===== src/rtl/pc_redirect_unit.sv =====
// Program counter owner: redirect target selection, pending redirect, fetch request.
// Optional PC_DELAY_SLOT_EN: branch/jump/eret redirects leave the delay slot unsquashed.
module pc_redirect_unit #(
    parameter logic [31:0] RESET_PC   = 32'h00400000,
    parameter logic [31:0] EXC_VECTOR = 32'h00400004
) (
    input  logic        clk,
    input  logic        rst,
    input  logic        stall,
    input  logic        branch,
    input  logic        exception,
    input  logic        eret,
    input  logic [31:0] epc,
    input  logic [5:0]  id_op,
    input  logic [5:0]  id_func,
    input  logic [31:0] id_pc,
    input  logic [15:0] id_imm16,
    input  logic [25:0] id_index,
    input  logic [31:0] rs_value,
    input  logic        imem_ready,
    output logic [31:0] pc,
    output logic        imem_req,
    output logic        if_flush,
    output logic        redirect_busy
);

    localparam logic [5:0] OP_SPECIAL = 6'h00;
    localparam logic [5:0] OP_REGIMM  = 6'h01;
    localparam logic [5:0] OP_J       = 6'h02;
    localparam logic [5:0] OP_JAL     = 6'h03;
    localparam logic [5:0] OP_BEQ     = 6'h04;
    localparam logic [5:0] OP_BNE     = 6'h05;
    localparam logic [5:0] FN_JR      = 6'h08;
    localparam logic [5:0] FN_JALR    = 6'h09;

`ifdef PC_DELAY_SLOT_EN
    localparam logic BR_FLUSH = 1'b0;
`else
    localparam logic BR_FLUSH = 1'b1;
`endif

    typedef enum logic {RUN, PEND} state_t;

    state_t      state;
    logic [31:0] pend_tgt;
    logic [31:0] id_pc_plus4;
    logic [31:0] br_tgt;
    logic [31:0] tgt;
    logic        is_bcond;
    logic        is_jump;
    logic        is_jreg;

    always_comb begin
        id_pc_plus4 = id_pc + 32'd4;
        br_tgt      = id_pc_plus4 + {{14{id_imm16[15]}}, id_imm16, 2'b00};
        is_bcond    = (id_op == OP_BEQ) || (id_op == OP_BNE) || (id_op == OP_REGIMM);
        is_jump     = (id_op == OP_J) || (id_op == OP_JAL);
        is_jreg     = (id_op == OP_SPECIAL) &&
                      ((id_func == FN_JR) || (id_func == FN_JALR));
        tgt = id_pc_plus4;
        if (exception)     tgt = EXC_VECTOR;
        else if (is_bcond) tgt = br_tgt;
        else if (is_jump)  tgt = {id_pc_plus4[31:28], id_index, 2'b00};
        else if (is_jreg)  tgt = rs_value;
    end

    // Flush marks the cycle whose edge actually loads a new target.
    always_comb begin
        if_flush = 1'b0;
        if (!rst) begin
            if (exception)          if_flush = 1'b1;
            else if (eret)          if_flush = !stall && BR_FLUSH;
            else if (state == PEND) if_flush = !stall && BR_FLUSH;
            else if (branch)        if_flush = !stall && BR_FLUSH;
        end
    end

    assign imem_req      = !rst;
    assign redirect_busy = (state == PEND);

    always_ff @(posedge clk) begin
        if (rst) begin
            pc       <= RESET_PC;
            state    <= RUN;
            pend_tgt <= 32'd0;
        end else if (exception) begin
            pc       <= EXC_VECTOR;
            pend_tgt <= EXC_VECTOR;
            state    <= RUN;
        end else if (eret) begin
            if (stall) begin
                pend_tgt <= epc;
                state    <= PEND;
            end else begin
                pc    <= epc;
                state <= RUN;
            end
        end else if (state == PEND) begin
            // ID still holds the same instruction, so a repeated branch is ignored.
            if (!stall) begin
                pc    <= pend_tgt;
                state <= RUN;
            end
        end else if (branch) begin
            if (stall) begin
                pend_tgt <= tgt;
                state    <= PEND;
            end else begin
                pc <= tgt;
            end
        end else if (imem_ready && !stall) begin
            pc <= pc + 32'd4;
        end
    end

endmodule


===== config.mk =====
export PLATFORM = sky130hd
export DESIGN_NAME = pc_redirect_unit
export DESIGN_NICKNAME = d
export VERILOG_FILES = /design/src/rtl/pc_redirect_unit.sv
export SDC_FILE = /design/constraint.sdc
export NUM_CORES = 1
export LEC_CHECK = 0
export BUFFER_PORTS_ARGS = -buffer_cell sky130_fd_sc_hd__buf_2
export CORE_ASPECT_RATIO = 0.75
export CORE_MARGIN = 8
export CORE_UTILIZATION = 49
export DETAILED_ROUTE_END_ITERATION = 12
export PLACE_DENSITY = 0.89
export SYNTH_ARGS = -nofsm -noshare
export SYNTH_HDL_FRONTEND = slang
export SYNTH_SLANG_ARGS = --single-unit

===== constraint.sdc =====
create_clock -name clk -period 3.8 [get_ports clk]
set_input_delay 0.57 -clock clk [delete_from_list [all_inputs] [get_ports clk]]
set_output_delay 0.57 -clock clk [all_outputs]
set_load 0.03 [all_outputs]

==> run metrics, run 1 <==
Crit-path slowest cell a221o_1; Post-synth top flop dfxtp_1; WL/cell 21.7 um; WL final 29.2 mm; Critical Path RT 4.01 ns; final setup TNS -0.0331 ns; PortBufs 190; pre-CTS setup slack -0.276 ns; slew margin rel. 16.0%; area of the multi-input gates 0.00533 mm2; clock slew at reported path FFs 0.05 ns; EDFF count, synth 0; Layout fillers 1065; vias in the first global route 8254; first-pass GRT wire length 42.6 mm; critical path capture point type flip-flop; HP Class flip-flop to flip-flop; Final ANT Viol Nets 0; worst skew pair latency 0.34 ns; Die W 151 um; outcome finished with violations; final cell area excluding filler cells 0.00897 mm2; Initial Util 49.4%; number of buffers created by CTS 9; Vias/cell 6.76; ys async rst share 0%; synth-to-layout area growth 34.3%; synth top area cells dfxtp_1 (19%), ha_1 (7.1%), a21oi_1 (6.5%); Critical Path Start id_pc[8]; busiest layer in global routing met2; initial antenna violation count 1; iteration count of the initial detailed-routing pass 7; Tightest Pin Transition 1.25 ns; final net count 1360; CTS tree built; Storage cell area 0.00130 mm2; vias 9092; dpl cell area 0.00841 mm2; Final GP Congestion 1.03; mapped cell area 0.00668 mm2; cts hold-fix bufs 0; period utilisation layout 101%; final-report max-slew violation count 0; Root Driver clkbuf_16; Mapped Nets 1111; worst vdd ir 0.000191 V; critical path fanouts, max 6; Fmax 0.261 GHz; Global Route met1 Usage 39.6%; Static Leak 4.05 nW; die area 0.0177 mm2; core footprint 0.0135 mm2; GR Util met3 8.64%; Synth Instances 915; global routing met2 resource utilization 46.0%; mean post-synth cell area 7.30 um2; Crit Path Category primary input to flip-flop; total gr overflow 0; endpoints failing hold 0; # IOs 192; failing checks negative setup slack; RR Startpoint pc[5]; Seq cells post-synth 65; Global Route Usage Sum 30.4%; Post-DP HPWL 20.8 mm; final hold slack 0.474 ns; Commonest cells post-synth a21oi_1 (87), nand2_1 (80), nor2_1 (79); area leader, netlist dfxtp_1; CTS sink cnt 65; CTS max path bufs 2; register area share after synthesis 19.5%; DRC violations left 0; delay of the slowest cell on the worst path 0.40 ns; Chip Height 117 um; drt first-iter violations 1534; Period minus WS final 3.82 ns; Synth Warn # 0; Cells after DPL 1322; share of post-route cells with drive strength above 1 31.4%; Max Cap Violations 0; FP Rows 37; crit path cell chain buf_2 -> nand4_1 -> nor2_2 -> buf_4 -> buf_4 -> nand4_1 -> xnor2_2 -> ha_1 -> nand2_1 -> o21ai_0 -> a21oi_1 -> o41ai_4 -> a221o_1 -> a41o_1 -> nor3_1 -> o211ai_1; Finished Layout Cells 1345; top-count cell post-synth a21oi_1; crit path setup slack, layout -0.0246 ns; skew final 0.00522 ns; Setup crit start kind primary input; worst path arrival time 4.03 ns; H-tree levels 3; power per cell area 282 mW/mm2; Final setup viols 3; Synth top area share 19.5%; Hold Startpoint pend_tgt[24]; largest net degree at the start of global routing 54; post-synth cell types 66
[what timing repair did]
action,4_1_cts,5_1_grt
endpoints found under the setup margin,0,21
buffers inserted,0,7
resized for setup,0,42
[power by group]
| part | internal [mW] | switching, mW |
|---|---|---|
| Combinational | 0.405 | 0.547 |
| Clock | 0.524 | 0.305 |
| Sequential | 0.713 | 0.0317 |
[stage by stage]
stage	utilization (%)	power [mW]
2_1_floorplan	-	1.24
5_1_grt	66.4	2.61
4_1_cts	64.4	2.43
3_5_place_dp	62.2	1.61
3_3_place_gp	62.2	1.59
6_report	66.4	2.53
[worst max-delay path, delay by kind of cell]
kind                       cells  cell delay (ns)
xor gates and xnor gates       1             0.24
adders and majority gates      1             0.31
and+or+nand+nor                5             1.03
AOI/OAI and AO/OA              6             1.52
buffers and inverters          3             0.37
[sequential cells by signal (all words and copies together) (netlist names), named ones only]
name and cells:
pend_tgt 32, pc 30, redirect_busy 1
[final timing paths]
kind                            slack, ns            to  depth (start not counted)
worst max-delay path                -0.02  pend_tgt[31]                         16
worst min-delay path                 0.47  pend_tgt[24]                          2
worst max register to register       0.87        pc[28]                          9
worst min register to register       0.47  pend_tgt[24]                          2
[routing by layer]
| layer | routed length (um) | vias to the layer above |
|---|---|---|
| met5 | 0 | - |
| met3 | 4450 | 172 |
| li1 | - | 3974 |
| met4 | 1610 | 0 |
| met2 | 12400 | 808 |
| met1 | 10800 | 4138 |
[cell families (layout without fill, tap and decap cells)]
logic type | Yosys count | in the layout | synth area share [%]
compound gates | 330 | 330 | 33.6
simple gates | 321 | 321 | 23.8
xor+xnor | 75 | 75 | 9.83
buf+inv | 75 | 329 | 4.27
flops | 65 | 65 | 19.5
fa+ha+maj | 39 | 39 | 7.42
mux | 10 | 10 | 1.54
other cells | 0 | 1 | 0
[final cells by class]
cell class	instances	area share (%)
clock buffer	13	2.79
tap	175	2.44
sequential	65	14.5
antenna	1	0.0279
clock inverter	3	0.446
multi-input combinational	775	59.4
timing repair buffer	300	19.8
inverter	13	0.544
[cells in the final DEF (no fill, tap or decap), types with 30 or more instances in the layout]
master    Yosys  final
dfxtp_1      65     65
nor2_1       79     73
a21oi_1      87     81
o21ai_0      73     69
xnor2_1      44     39
buf_4         0    110
ha_1         38     34
nand2_1      80     79
a221oi_1     40     40
buf_2         3    189
nand3_1      42     40
xor2_1       31     30
Note: power is estimated with default switching activity, not from simulation.
==> run 2, diff against run 1 <==
--- a/config.mk
+++ b/config.mk
@@ -10,7 +10,7 @@
 export CORE_MARGIN = 8
 export CORE_UTILIZATION = 49
 export DETAILED_ROUTE_END_ITERATION = 12
-export PLACE_DENSITY = 0.89
+export PLACE_DENSITY = 0.79
 export SYNTH_ARGS = -nofsm -noshare
 export SYNTH_HDL_FRONTEND = slang
 export SYNTH_SLANG_ARGS = --single-unit
==> run 2 against run 1 <==
Against the previous run:
- the flow now finishes without violations
- global-route usage decreased by 0.84 points
- critical path depth fell by 1
- non-clock buffer count is 23 higher
- worst hold slack got worse by 0.023 ns
- total power down 2.8%
- sequential share of layout area shrank 0.068 points
- clock power shrank 5.8%
- maximum frequency grew 5.0%
- largest cell class unchanged
==> run metrics, run 2 (synthesis results as in run 1) <==
outcome completed; number of buffers created by CTS 9; overall power 2.46 mW; most frequent cells in the layout buf_2 (190), buf_4 (133), a21oi_1 (84); crit path setup slack, layout 0.158 ns; slew margin rel. 22.9%; core footprint 0.0135 mm2; initial antenna violation count 0; vias in the first global route 8201; Vias/cell 6.25; worst path arrival time 3.88 ns; CTS sink cnt 65; Critical Path RT 4.04 ns; Fmax 0.275 GHz; first-pass GRT wire length 41.6 mm; endpoints failing hold 0; synth-to-layout area growth 34.9%; Final ANT Viol Nets 0; worst vdd ir 0.000204 V; H-tree levels 3; share of post-route cells with drive strength above 1 31.5%; diode count 0; critical path capture point type flip-flop; Initial Util 49.4%; Period minus WS final 3.64 ns; drt first-iter violations 927; Final setup viols 0; worst skew pair latency 0.34 ns; period utilisation layout 95.8%; iteration count of the initial detailed-routing pass 5; Biggest register pend_tgt; die area 0.0177 mm2; commonest non-fill, non-tap cell in the layout buf_2; WL final 26.9 mm; Chip Height 117 um; max reg flops 32; Post-DP HPWL 20.7 mm; Static Leak 4.12 nW; total gr overflow 0; CTS max path bufs 2; CTS tree built; clock slew at reported path FFs 0.06 ns; vias 8540; Setup crit start kind primary input; Crit Path Category primary input to flip-flop; DRC violations left 0; Root Driver clkbuf_16; WL/cell 19.6 um; final-report max-slew violation count 0; Post-Route Utilization 66.7%; largest net degree at the start of global routing 61; PortBufs 190; Max Cap Violations 0; final hold slack 0.451 ns; critical path fanouts, max 4; HP Class flip-flop to flip-flop; final net count 1383; # IOs 192; cts hold-fix bufs 0; FP Rows 37; power per cell area 273 mW/mm2; Die W 151 um; skew final 0.00802 ns; pre-CTS setup slack -0.261 ns; Final GP Congestion 0.955; Global Route Usage Sum 29.5%; Tightest Pin Transition 1.15 ns
==> run 2: cell types whose count changed in the layout (fill, tap and decap cells not counted), moves of 2 or more <==
cell / delta
nor2_1: +2
ha_1: +3
xnor2_2: -3
a21oi_2: -3
a21oi_1: +3
buf_4: +23
xnor2_1: +3
ha_2: -2
==> run 2: worst max-delay path: stages <==
cell	delay, ns
buf_2	0.12
and4_4	0.25
and4_1	0.22
and3_1	0.18
xor2_1	0.20
ha_1	0.30
and4_1	0.23
a221o_1	0.33
o211ai_1	0.31
nand4_1	0.21
a311oi_2	0.28
buf_4	0.16
xor2_1	0.18
a211oi_1	0.10
o221a_2	0.23
==> run 2: routing by layer <==
layer	up-vias	GRT usage [%]	routed length, um
met5	-	0	0
met3	76	6.30	3060
met4	0	13.5	1090
li1	4035	-	-
met2	500	46.4	11700
met1	3929	38.3	11000
==> run 2: per-stage QoR <==
step	std cells	instance area, um2	TNS (ns)
2_1_floorplan	915	6680	0
3_3_place_gp	1347	8600	-1.62
3_5_place_dp	1347	8600	-2.19
4_1_cts	1363	8870	0
5_1_grt	1367	9010	-0.0229
6_report	1367	9010	0
==> run 2: cell type report <==
class	instances	area, um2
clock buffers	13	260
clock inverters	3	15.0
fillers	1200	4500
inverters	13	48.8
multi-input cells	775	5220
flip-flops and latches	65	1300
well taps	175	219
repair buffers	323	1950
==> run 2: final timing paths <==
path                   to          from  slack, ns  depth (start not counted)
max reg2reg        pc[28]         pc[5]       0.83                          9
min reg2reg  pend_tgt[24]  pend_tgt[24]       0.45                          2
max                pc[30]      id_pc[2]       0.16                         15
min          pend_tgt[24]  pend_tgt[24]       0.45                          2
==> run 2: report_power, final <==
| group | switching [mW] | internal, mW |
|---|---|---|
| logic | 0.516 | 0.417 |
| clock network | 0.307 | 0.474 |
| registers | 0.0296 | 0.713 |
| total | 0.853 | 1.60 |
==> run 2: repair_timing <==
item                                    CTS  global route
resized for setup                         0            22
endpoints found under the hold margin     0             0
setup buffers                             0             4
endpoints found under the setup margin    0            14
==> run 3, diff against run 2 <==
==> constraint.sdc (replaced) <==
create_clock -name clk -period 3.8 [get_ports clk]
set_input_delay 0.57 -clock clk [delete_from_list [all_inputs] [get_ports clk]]
set_output_delay 0.57 -clock clk [all_outputs]
set_load 0.01 [all_outputs]
==> run 3 against run 2 <==
Against the previous run:
- cell count up 0.15%
- sequential cell count unchanged
- sequential power is essentially flat
- via count decreased by 0.70%
- non-clock buffer count up 2
- core utilization decreased by 0.22 points
- maximum frequency decreased by 0.41%
- clock skew fell by 0.00074 ns
- worst hold slack gained 0.013 ns
==> run metrics, run 3 (synthesis results as in run 1) <==
Reg power frac 31.2%; Setup crit start kind primary input; worst vdd ir 0.000245 V; critical path fanouts, max 4; Final ANT Viol Nets 0; Vias/cell 6.19; number of buffers created by CTS 9; crit path cell chain buf_2 -> ha_1 -> nand3_2 -> or3_4 -> xnor2_1 -> ha_1 -> nand2_1 -> o21ai_1 -> a21oi_1 -> or3_1 -> or4_4 -> a41o_1 -> nor3b_2 -> o221ai_2 -> o211a_1; share of post-route cells with drive strength above 1 31.7%; Fmax 0.273 GHz; final net count 1385; Max Cap Violations 0; max reg flops 32; period utilisation layout 96.2%; endpoints failing hold 0; cts hold-fix bufs 0; H-tree levels 3; Hold Startpoint pend_tgt[24]; combinational power share 37.6%; Chip Height 117 um; Initial Util 49.4%; RR Startpoint pc[14]; most frequent CP cell ha_1; Die W 151 um; FP Rows 37; die area 0.0177 mm2; Critical Path RT 4.03 ns; overall power 2.39 mW; drt first-iter violations 796; CTS max path bufs 2; # IOs 192; vias 8480; commonest non-fill, non-tap cell in the layout buf_2; hold path depth 2; first-pass GRT wire length 41.6 mm; R2R Setup Slk 0.93 ns; worst skew pair latency 0.34 ns; WL final 26.8 mm; core footprint 0.0135 mm2; Reg2Reg Depth 9; largest net degree at the start of global routing 39; final cell area excluding filler cells 0.00898 mm2; Internal Power 1.56 mW; Final GP Congestion 0.994; Switching Fraction 34.7%; Post-Route Utilization 66.5%; skew final 0.00729 ns; Tightest Pin Transition 1.11 ns; most frequent cells in the layout buf_2 (190), buf_4 (135), a21oi_1 (81); DRC violations left 0; Root Driver clkbuf_16; CTS tree built; Static Leak 4.12 nW; WL/cell 19.6 um; Global Route met1 Usage 38.7%; Final setup viols 0; initial antenna violation count 0; diode count 0; global routing met2 resource utilization 46.6%; synth-to-layout area growth 34.5%; HP Class flip-flop to flip-flop; Crit-path slowest cell or4_4; delay of the slowest cell on the worst path 0.46 ns; power per cell area 266 mW/mm2; GR Util met3 7.18%; Layout fillers 1186; CTS sink cnt 65; Post-DP HPWL 20.8 mm; Crit Path Category primary input to flip-flop; worst path arrival time 3.89 ns; dpl cell area 0.00862 mm2; Hold EP pend_tgt[24]; busiest layer in global routing met2; Biggest register pend_tgt; clock slew at reported path FFs 0.05 ns; critical path capture point type flip-flop; final-report max-slew violation count 0; outcome completed; iteration count of the initial detailed-routing pass 6; PortBufs 190; slew margin rel. 25.4%; total gr overflow 0; net switching power 0.828 mW; Clk pwr share 31.2%; Period minus WS final 3.66 ns; Global Route Usage Sum 29.5%; vias in the first global route 8057; reg-to-reg endpoint pc[27]
## run 3: changes by cell type in the layout (fill, tap and decap cells not counted), moves of 2 or more
cell	previous run	this run
a21oi_1	84	81
a21oi_2	3	6
clkinv_2	3	6
buf_4	133	135
clkbuf_1	2	0
clkbuf_8	2	0
## run 3: worst max-delay path: cells and delay by family
kind	cells	cell delay, ns
AND/OR/NAND/NOR	6	1.76
buffers and inverters	1	0.13
adder cells (fa/ha/maj)	2	0.50
AO/OA/AOI/OAI	5	0.75
XOR/XNOR	1	0.16
## run 3: area by class of cell
class                           count  area, um2  area share (%)
Sequential cell                    65       1300            14.5
Clock inverter                      7       37.5           0.418
Timing Repair Buffer              325       1960            21.9
Multi-Input combinational cell    775       5190            57.7
Inverter                           13       48.8           0.543
Clock buffer                        9        225            2.51
Tap cell                          175        219            2.44
## run 3: repair_timing
item	in CTS	in global routing
buffers inserted	0	3
resized for setup	0	18
setup endpoints to repair	0	16
## run 3: how the worst max path moves through the flow
| stage | from | endpoint | slack [ns] | cells past startpoint |
|---|---|---|---|---|
| final | id_pc[2] | pc[29] | 0.14 | 15 |
| after global routing | id_pc[2] | pc[25] | -0.008 | 18 |
| after CTS | id_pc[3] | pc[27] | 0.09 | 15 |
| after detailed placement | id_pc[3] | pc[27] | -0.23 | 15 |
| after global placement | id_pc[3] | pc[29] | -0.17 | 14 |
| after floorplan | id_pc[2] | pc[29] | 0.03 | 14 |
## run 3: power groups by stage
stage                     Sequential, mW  Combinational (mW)  Clock, mW
final                              0.744               0.897      0.746
after global routing               0.747               0.978      0.781
after detailed placement           0.757               0.858          0
after global placement             0.756               0.846          0
after floorplan                    0.755               0.464          0
after CTS                          0.743               0.864      0.747
## run 3: layer usage
| layer | wire length, um | share of wire [%] | up-vias |
|---|---|---|---|
| li1 | - | - | 4027 |
| met1 | 11100 | 41 | 3923 |
| met2 | 12000 | 45 | 470 |
| met3 | 2890 | 11 | 60 |
| met4 | 822 | 3.1 | 0 |
| met5 | 0 | 0 | - |
## run 3: through the flow
stage	hold WS [ns]	setup WS [ns]	TNS, ns	std cells
2_1_floorplan	0.432	0.0294	0	915
3_3_place_gp	0.442	-0.166	-1.47	1350
3_5_place_dp	0.451	-0.234	-2.04	1350
4_1_cts	0.465	0.0896	0	1366
5_1_grt	0.505	-0.00847	-0.00847	1369
6_report	0.463	0.143	0	1369
